$ cat src/rtl/array_index_pipe.sv
// Pipelined, parametrised array indexer: selects arr[sel + OFFSET] through STAGES
// register stages with a valid/ready handshake and selectable out-of-range policy.
module array_index_pipe #(
  parameter int unsigned WIDTH    = 32,
  parameter int unsigned DEPTH    = 4,
  parameter int unsigned SEL_W    = 2,
  parameter int unsigned OFFSET   = 1,
  parameter int unsigned OOB_MODE = 0,
  parameter int unsigned STAGES   = 2
) (
  input  logic                   clk,
  input  logic                   rst_n,
  input  logic                   in_valid,
  output logic                   in_ready,
  input  logic [SEL_W-1:0]       sel,
  input  logic [DEPTH*WIDTH-1:0] arr,
  output logic                   out_valid,
  input  logic                   out_ready,
  output logic [WIDTH-1:0]       out,
  output logic                   out_oob
);

  localparam int unsigned IW = SEL_W + 1;

  logic [IW-1:0]          w_idx_in;
  logic                   w_oob_in;
  logic [STAGES-1:0]      r_valid;
  logic [STAGES-1:0]      w_adv;
  logic [STAGES-1:0]      w_load;
  logic [IW-1:0]          w_fin_idx;
  logic                   w_fin_oob;
  logic [DEPTH*WIDTH-1:0] w_fin_arr;
  logic [31:0]            w_eff;
  logic [WIDTH-1:0]       w_data;
  logic [WIDTH-1:0]       r_out;
  logic                   r_out_oob;

  assign w_idx_in = {1'b0, sel} + IW'(OFFSET);
  assign w_oob_in = 32'(w_idx_in) >= DEPTH;

  // Ready ripples from out_ready back to stage 0: a stage may take new data
  // when it is empty or its own contents move on this cycle.
  always_comb begin
    logic        v_go;
    int unsigned k;
    v_go  = out_ready;
    w_adv = '0;
    for (int unsigned j = 0; j < STAGES; j++) begin
      k        = STAGES - 1 - j;
      w_adv[k] = r_valid[k] & v_go;
      v_go     = ~r_valid[k] | v_go;
    end
    in_ready = v_go;
  end

  always_comb begin
    w_load    = w_adv << 1;
    w_load[0] = in_valid & in_ready;
  end

  always_ff @(posedge clk or negedge rst_n) begin
    if (!rst_n) begin
      r_valid <= '0;
    end else begin
      for (int unsigned k = 0; k < STAGES; k++) begin
        if (w_load[k])     r_valid[k] <= 1'b1;
        else if (w_adv[k]) r_valid[k] <= 1'b0;
      end
    end
  end

  // Non-final stages carry the computed index, its oob flag and the captured array.
  for (genvar g = 0; g < STAGES - 1; g++) begin : g_mid
    logic [IW-1:0]          r_idx;
    logic                   r_oob;
    logic [DEPTH*WIDTH-1:0] r_arr;
    logic [IW-1:0]          w_idx;
    logic                   w_oob;
    logic [DEPTH*WIDTH-1:0] w_arr;

    if (g == 0) begin : g_src
      assign w_idx = w_idx_in;
      assign w_oob = w_oob_in;
      assign w_arr = arr;
    end else begin : g_src
      assign w_idx = g_mid[g-1].r_idx;
      assign w_oob = g_mid[g-1].r_oob;
      assign w_arr = g_mid[g-1].r_arr;
    end

    always_ff @(posedge clk or negedge rst_n) begin
      if (!rst_n) begin
        r_idx <= '0;
        r_oob <= 1'b0;
        r_arr <= '0;
      end else if (w_load[g]) begin
        r_idx <= w_idx;
        r_oob <= w_oob;
        r_arr <= w_arr;
      end
    end
  end

  if (STAGES == 1) begin : g_fin
    assign w_fin_idx = w_idx_in;
    assign w_fin_oob = w_oob_in;
    assign w_fin_arr = arr;
  end else begin : g_fin
    assign w_fin_idx = g_mid[STAGES-2].r_idx;
    assign w_fin_oob = g_mid[STAGES-2].r_oob;
    assign w_fin_arr = g_mid[STAGES-2].r_arr;
  end

  // Wrap uses a true modulo so non-power-of-two depths behave correctly.
  always_comb begin
    case (OOB_MODE)
      1:       w_eff = 32'(w_fin_idx);
      2:       w_eff = 32'(w_fin_idx) % DEPTH;
      default: w_eff = w_fin_oob ? DEPTH - 1 : 32'(w_fin_idx);
    endcase
    w_data = '0;
    for (int unsigned i = 0; i < DEPTH; i++) begin
      if (w_eff == i) w_data = w_fin_arr[i*WIDTH +: WIDTH];
    end
    if (OOB_MODE == 1 && w_fin_oob) w_data = '0;
  end

  always_ff @(posedge clk or negedge rst_n) begin
    if (!rst_n) begin
      r_out     <= '0;
      r_out_oob <= 1'b0;
    end else if (w_load[STAGES-1]) begin
      r_out     <= w_data;
      r_out_oob <= w_fin_oob;
    end
  end

  assign out       = r_out;
  assign out_oob   = r_out_oob;
  assign out_valid = r_valid[STAGES-1];

endmodule

$ cat config.mk
export PLATFORM = sky130hd
export DESIGN_NAME = array_index_pipe
export DESIGN_NICKNAME = d
export VERILOG_FILES = /design/src/rtl/array_index_pipe.sv
export SDC_FILE = /design/constraint.sdc
export NUM_CORES = 1
export LEC_CHECK = 0
export BUFFER_PORTS_ARGS = -buffer_cell sky130_fd_sc_hd__buf_2
export CAP_MARGIN = 20
export CORE_MARGIN = 2
export CORE_UTILIZATION = 30
export DETAILED_ROUTE_END_ITERATION = 6
export SLEW_MARGIN = 10
export SYNTH_ARGS = -nofsm -noshare
export SYNTH_HDL_FRONTEND = slang
export SYNTH_SLANG_ARGS = --single-unit
$ cat constraint.sdc
create_clock -name clk -period 3 [get_ports clk]
set_clock_uncertainty 0.15 [all_clocks]
set_input_delay 0.15 -clock clk [delete_from_list [all_inputs] [get_ports clk]]
set_output_delay 0.15 -clock clk [all_outputs]
set_load 0.05 [all_outputs]
==> results of run 1 <==
worst max-delay path, stage by stage (launching register included):
cell and delay [ps]:
dfrtp_1 430, nand3b_4 140, nand2_8 380, buf_4 360, mux2_2 360
cell families after synthesis:
| group | Yosys count |
|---|---|
| AOI/OAI and AO/OA | 98 |
| adders and majority gates | 1 |
| buffers and inverters | 74 |
| DFF | 166 |
| muxes | 163 |
| and+or+nand+nor | 28 |
cell usage in the layout, fill, tap and decap left out:
cell type	netlist	final
a221oi_1	29	29
nand2b_2	0	1
nand3_1	1	1
mux2_2	73	73
dlygate4sd3_1	0	133
nand2b_1	17	16
clkbuf_16	0	17
nand3b_4	1	1
dfrtp_1	166	163
clkinvlp_4	0	1
clkinv_2	0	6
buf_2	16	167
nand2_1	2	2
nand2_8	0	1
clkbuf_1	4	3
and2b_2	1	1
ha_1	1	1
a21oi_1	32	32
inv_1	34	34
o21ai_0	1	1
buf_6	4	1
buf_12	0	5
nor3_4	1	2
clkinv_4	0	1
bufinv_16	0	2
buf_4	6	15
or2b_1	3	3
mux2_4	89	89
a21oi_2	1	1
dfrtp_2	0	3
clkbuf_8	0	1
o22ai_1	32	32
a221oi_2	3	3
mux2i_1	1	1
registers in the layout (all words and copies together) (netlist names):
signal	flops
out_oob	1
g_mid.r_idx	3
r_valid	2
out	32
g_mid.r_arr	128
layout make-up:
type | instances | area, µm² | area share [%]
timing repair buffer | 321 | 2390 | 22.3
clock inverter | 10 | 106 | 0.992
tap | 330 | 413 | 3.85
inverter | 34 | 128 | 1.19
sequential | 166 | 4160 | 38.8
clock buffer | 21 | 450 | 4.20
multi-input combinational | 290 | 3080 | 28.7
worst max-delay path by stage:
stage,to,slack [ps],from,cells past startpoint
after detailed placement,g_mid[0].r_arr[120],1040,r_valid[1],4
after global placement,g_mid[0].r_arr[119],1040,r_valid[1],4
final,g_mid[0].r_arr[120],1040,r_valid[1],4
after CTS,g_mid[0].r_arr[119],1020,r_valid[1],4
after floorplan,g_mid[0].r_arr[0],960,r_valid[1],5
after global routing,out[14],910,r_valid[0],5
power groups by stage:
stage / combinational (W) / clock [W] / sequential, W
final: 0.00215 / 0.00214 / 0.00297
after global routing: 0.00230 / 0.00232 / 0.00302
after CTS: 0.00217 / 0.00222 / 0.00297
after detailed placement: 0.00202 / 0 / 0.00301
after global placement: 0.00201 / 0 / 0.00301
after floorplan: 0.00102 / 0 / 0.00343
per-stage QoR:
stage	total power (W)	setup WS [ps]	hold slack, ps
after floorplan	0.00445	958	-296
after CTS	0.00736	1020	116
after global placement	0.00501	1040	8.72
after global routing	0.00764	907	130
final	0.00725	1040	102
after detailed placement	0.00503	1040	2.45
routing by layer:
layer	vias to the layer above	track usage, %	part of all wire (%)
li1	2520	-	-
met1	2641	19.3	46
met2	132	24.5	48
met3	27	3.69	4.2
met4	0	4.94	1.7
met5	-	0	0
==> run metrics, run 1 <==
mux share of post-synthesis cell area 28.2%; fillers 2260; Arr. time, crit path 2110 ps; placed cells 1008; worst reg-to-reg setup slack 1040 ps; sequential share of power 40.9%; worst r2r dst g_mid[0].r_arr[120]; ant diodes 0; gpl congestion 0.709; vias per inst 4.54; Antenna Nets Post-Route 0; full die area 26900 µm²; Synth Area in Adders 0.163%; sequential fraction of the synthesis area 54.1%; Synth Cell Area 7680 µm²; Leakage Power 5.00 nW; post-CTS setup buffer count 0; Critical Path Start Type flip-flop; Post-synth EDFFs 0; CTS clk-pin slew, worst paths 60 ps; first-pass GRT wire length 30800 µm; final setup violation count 0; Synth area leaders dfrtp_1, mux2_4, mux2_2, a221oi_1, o22ai_1; CTS Buf Count 17; TNS Setup 0 ps; RSZ-0062 raised after global routing false; total of max-cap violations 0; routed len/inst 16.7 µm; worst-skew pair later-pin latency 420 ps; routed via count 5320; Net Sw Frac 33.0%; reg2reg start r_valid[1]; Clock power frac 29.5%; Synth top area share 54.1%; # DRC 0; Hold Path Class in2async; placed cell area 8840 µm²; CTS Buffer Depth 2; R2R depth 4; Peak VDD IR 307 µV; Tot GR Track Use 14.9%; PD cells 676 nW/µm²; drt first pass iters 5; count leader, synth dfrtp_1; Synth Area in Compound Gates 8.77%; Post-CTS Resized 0; final core utilization 42.6%; Routed Wire Length 19600 µm; H-tree Lvls 4; largest family of logic cells by synthesized area multiplexers; gr ovfl total 0; synth warn 0; Post-Layout Cell Count 1172; critical path endpoint category flip-flop; pin count of the biggest net entering global routing 65; Mapped Nets 665; Internal Pwr Total 0.00486 W; area grow syn2layout 39.7%; Slew Viols, Final 0; initial antenna violation count 0; starting density of the core 30.5%; ys async rst share 100%; Post-Synth Simple-Gate Area 2.70%; Die Ht 164 µm; die width 164 µm; Most used DFF post-synth dfrtp_1; dpl hpwl 12000 µm; largest area contributor in the netlist dfrtp_1; number of global-route vias before repair 5766; root buffer cell clkbuf_16; Crit Path Class reg2reg; Final period util 65.4%; core footprint 25200 µm²; #FFs+latches synth 166; Mapped Cells 530; Worst EP required 3150 ps; Synth Area in XOR/XNOR 0%; row count 58; Nets 965; Worst Max-Slew Pin Slew 819 ps; fin crit period 1960 ps; clock sink count 166; most frequent cells after synthesis dfrtp_1, mux2_4, mux2_2, inv_1; CP max FO 42; Post-CTS Hold Buffers 133; fmax 510 MHz; Psw 0.00239 W; CTS tree built; layout cells sized above 1 46.4%; Slew HR 45.4%; Yosys cell types 26; I/O Buffers 168; status completed; initial drt markers 198; fin area 10700 µm²; Fin. Hold Viols 0; combinational power share 29.6%; io pins 169; Synth Area per Inst 14.5 µm²
Note: power is estimated with default switching activity, not from simulation.
==> run 2, diff against run 1 <==
- ABC_AREA: unset -> 1
- clock period: 3 -> 1.6 ns (I/O delays scaled with it)
==> run metrics, run 2 <==
Tot GR Track Use 19.0% (was 14.9%); Worst Hold Launch arr[37]; Peak VDD IR 643 µV (was 307 µV); vias per inst 4.67 (was 4.54); Worst Max-Slew Pin Slew 350 ps (was 819 ps); #FFs+latches synth 166 (unchanged); Pwr Total 0.0143 W (was 0.00725 W); Synth Area per Inst 8.40 µm² (was 14.5 µm²); most frequent cells after synthesis nand2_1, nand3_1, dfrtp_1, a21oi_1, nor2_1 (was dfrtp_1, mux2_4, mux2_2, inv_1); initial antenna violation count 0 (unchanged); largest area contributor in the netlist dfrtp_1 (unchanged); Nets 1326 (was 965); starting density of the core 30.2% (was 30.5%); Worst EP required 1370 ps (was 3150 ps); Net Sw Frac 37.7% (was 33.0%); Arr. time, crit path 1320 ps (was 2110 ps); Crit Path Class reg2out (was reg2reg); full die area 26400 µm² (was 26900 µm²); drt first pass iters 5 (unchanged); Die Ht 163 µm (was 164 µm); final setup violation count 0 (unchanged); R2R depth 5 (was 4); Synth top area share 55.1% (was 54.1%); CP max FO 5 (was 42); Mapped Cells 898 (was 530); Leakage Power 5.53 nW (was 5.00 nW); PD cells 1310 nW/µm² (was 676 nW/µm²); # DRC 0 (unchanged); Mapped Nets 1033 (was 665); sequential share of power 38.5% (was 40.9%); pin count of the biggest net entering global routing 58 (was 65); io pins 169 (unchanged); most common cell after layout, fill and taps aside nand2_1 (was buf_2); fmax 647 MHz; gpl congestion 0.778 (was 0.709); reg2reg start r_valid[0] (was r_valid[1]); first-pass GRT wire length 38800 µm (was 30800 µm); CTS Buffer Depth 2 (unchanged); combinational power share 32.7% (was 29.6%); Yosys cell types 22 (was 26); worst-skew pair later-pin latency 430 ps (was 420 ps); row count 58 (unchanged); ys async rst share 100% (unchanged); routed via count 7158 (was 5320); Slew Viols, Final 0 (unchanged); Synth area leaders dfrtp_1, nand2_1, nand3_1, a21oi_1, nand3_2 (was dfrtp_1, mux2_4, mux2_2, a221oi_1, o22ai_1); count leader, synth nand2_1 (was dfrtp_1); number of global-route vias before repair 7264 (was 5766); Internal Pwr Total 0.00892 W (was 0.00486 W); Psw 0.00540 W (was 0.00239 W); Synth Cell Area 7540 µm² (was 7680 µm²); status completed (unchanged); initial drt markers 458 (was 198); Most used DFF post-synth dfrtp_1 (unchanged); CTS clk-pin slew, worst paths 60 ps (about the same); total of max-cap violations 0 (unchanged); CTS tree built (unchanged); layout cells sized above 1 22.1% (was 46.4%); Antenna Nets Post-Route 0 (unchanged); CTS Buf Count 17 (unchanged); Routed Wire Length 24900 µm (was 19600 µm); sequential fraction of the synthesis area 55.1% (was 54.1%); Critical Path Start Type flip-flop (unchanged); worst r2r dst g_mid[0].r_arr[11] (was g_mid[0].r_arr[120]); area grow syn2layout 44.9% (was 39.7%); critical path endpoint category output pin (was flip-flop); Biggest register g_mid.r_arr (unchanged); Post-synth EDFFs 0 (unchanged); fin crit period 1550 ps; synth warn 0 (unchanged); die width 163 µm (was 164 µm); core footprint 25000 µm² (was 25200 µm²); routed len/inst 16.2 µm (was 16.7 µm); Slew HR 76.7% (was 45.4%); I/O Buffers 168 (unchanged); H-tree Lvls 4 (unchanged); dpl hpwl 15300 µm (was 12000 µm); final core utilization 43.8% (was 42.6%); worst min-delay path endpoint g_mid[0].r_arr[37]; Fin. Hold Viols 0 (unchanged); Clock power frac 28.8% (was 29.5%); Hold Path Class in2reg (was in2async); ant diodes 0 (unchanged); gr ovfl total 0 (unchanged); Final period util 96.6%; commonest non-fill, non-tap cells in the layout nand2_1, nand3_1, dfrtp_1, buf_2, dlygate4sd3_1 (was buf_2, dfrtp_1, dlygate4sd3_1); max FFs per register 128 (unchanged); worst reg-to-reg setup slack 100 ps (was 1040 ps); root buffer cell clkbuf_16 (unchanged); hold path depth 4; clock sink count 166 (unchanged)
## run 2: worst max-delay path by stage
stage	from	endpoint	slack, ps	depth (start not counted)
after floorplan	r_valid[1]	g_mid[0].r_idx[2]	120	5
after global placement	g_mid[0].r_idx[2]	out[25]	120	7
after detailed placement	g_mid[0].r_idx[2]	out[25]	100	7
after CTS	out_ready	in_ready	10	6
after global routing	r_valid[0]	in_ready	-2	3
final	r_valid[0]	in_ready	50	3
## run 2: cell families after synthesis
logic type / Yosys count / synth area share (%)
adders and majority gates: 1 / 0.166
buffers and inverters: 104 / 7.22
AOI/OAI and AO/OA: 100 / 6.64
and+or+nand+nor: 527 / 30.9
DFF: 166 / 55.1
## run 2: final cells by class
| class | count | area (µm²) |
|---|---|---|
| flip-flops and latches | 166 | 4160 |
| multi-input cells | 629 | 2880 |
| clock buffers | 20 | 457 |
| inverters | 36 | 139 |
| clock inverters | 12 | 128 |
| repair buffers | 341 | 2750 |
| fillers | 2454 | 14000 |
| well taps | 330 | 413 |
## run 2: through the flow
step / TNS (ps) / area [µm²] / setup WS [ps] / hold slack [ps] / cells
3_3_place_gp: 0 / 8880 / 117 / -157 / 1362
3_5_place_dp: 0 / 8880 / 103 / -149 / 1362
5_1_grt: -1.52 / 10900 / -1.52 / 273 / 1534
2_1_floorplan: 0 / 7540 / 121 / -366 / 898
4_1_cts: 0 / 10900 / 12.9 / 248 / 1531
6_report: 0 / 10900 / 55.0 / 264 / 1534
## run 2: critical path, cell delays in order (launching register included)
cell     delay, ps
dfrtp_1        400
nand3_4        170
buf_16         180
buf_6          140
## run 2: power groups by stage
| stage | clock network (W) | logic, W | registers, W |
|---|---|---|---|
| 2_1_floorplan | 0 | 0.00177 | 0.00668 |
| 3_3_place_gp | 0 | 0.00430 | 0.00558 |
| 3_5_place_dp | 0 | 0.00435 | 0.00558 |
| 4_1_cts | 0.00422 | 0.00470 | 0.00551 |
| 5_1_grt | 0.00439 | 0.00511 | 0.00560 |
| 6_report | 0.00412 | 0.00468 | 0.00552 |
## run 2: what timing repair did
action / in CTS / in global routing
hold buffers: 134 / 0
gates resized for setup: 3 / 4
cloned: 2 / 1
endpoints found under the setup margin: 1 / 49
endpoints found under the hold margin: 298 / 0
setup buffers: 1 / 3
pin swaps: 0 / 2
## run 2: metal layers
layer	track usage (%)	share of wire (%)
met5	0	0
met4	5.19	1.3
met3	3.21	4.4
met2	31.2	47
met1	26.1	47
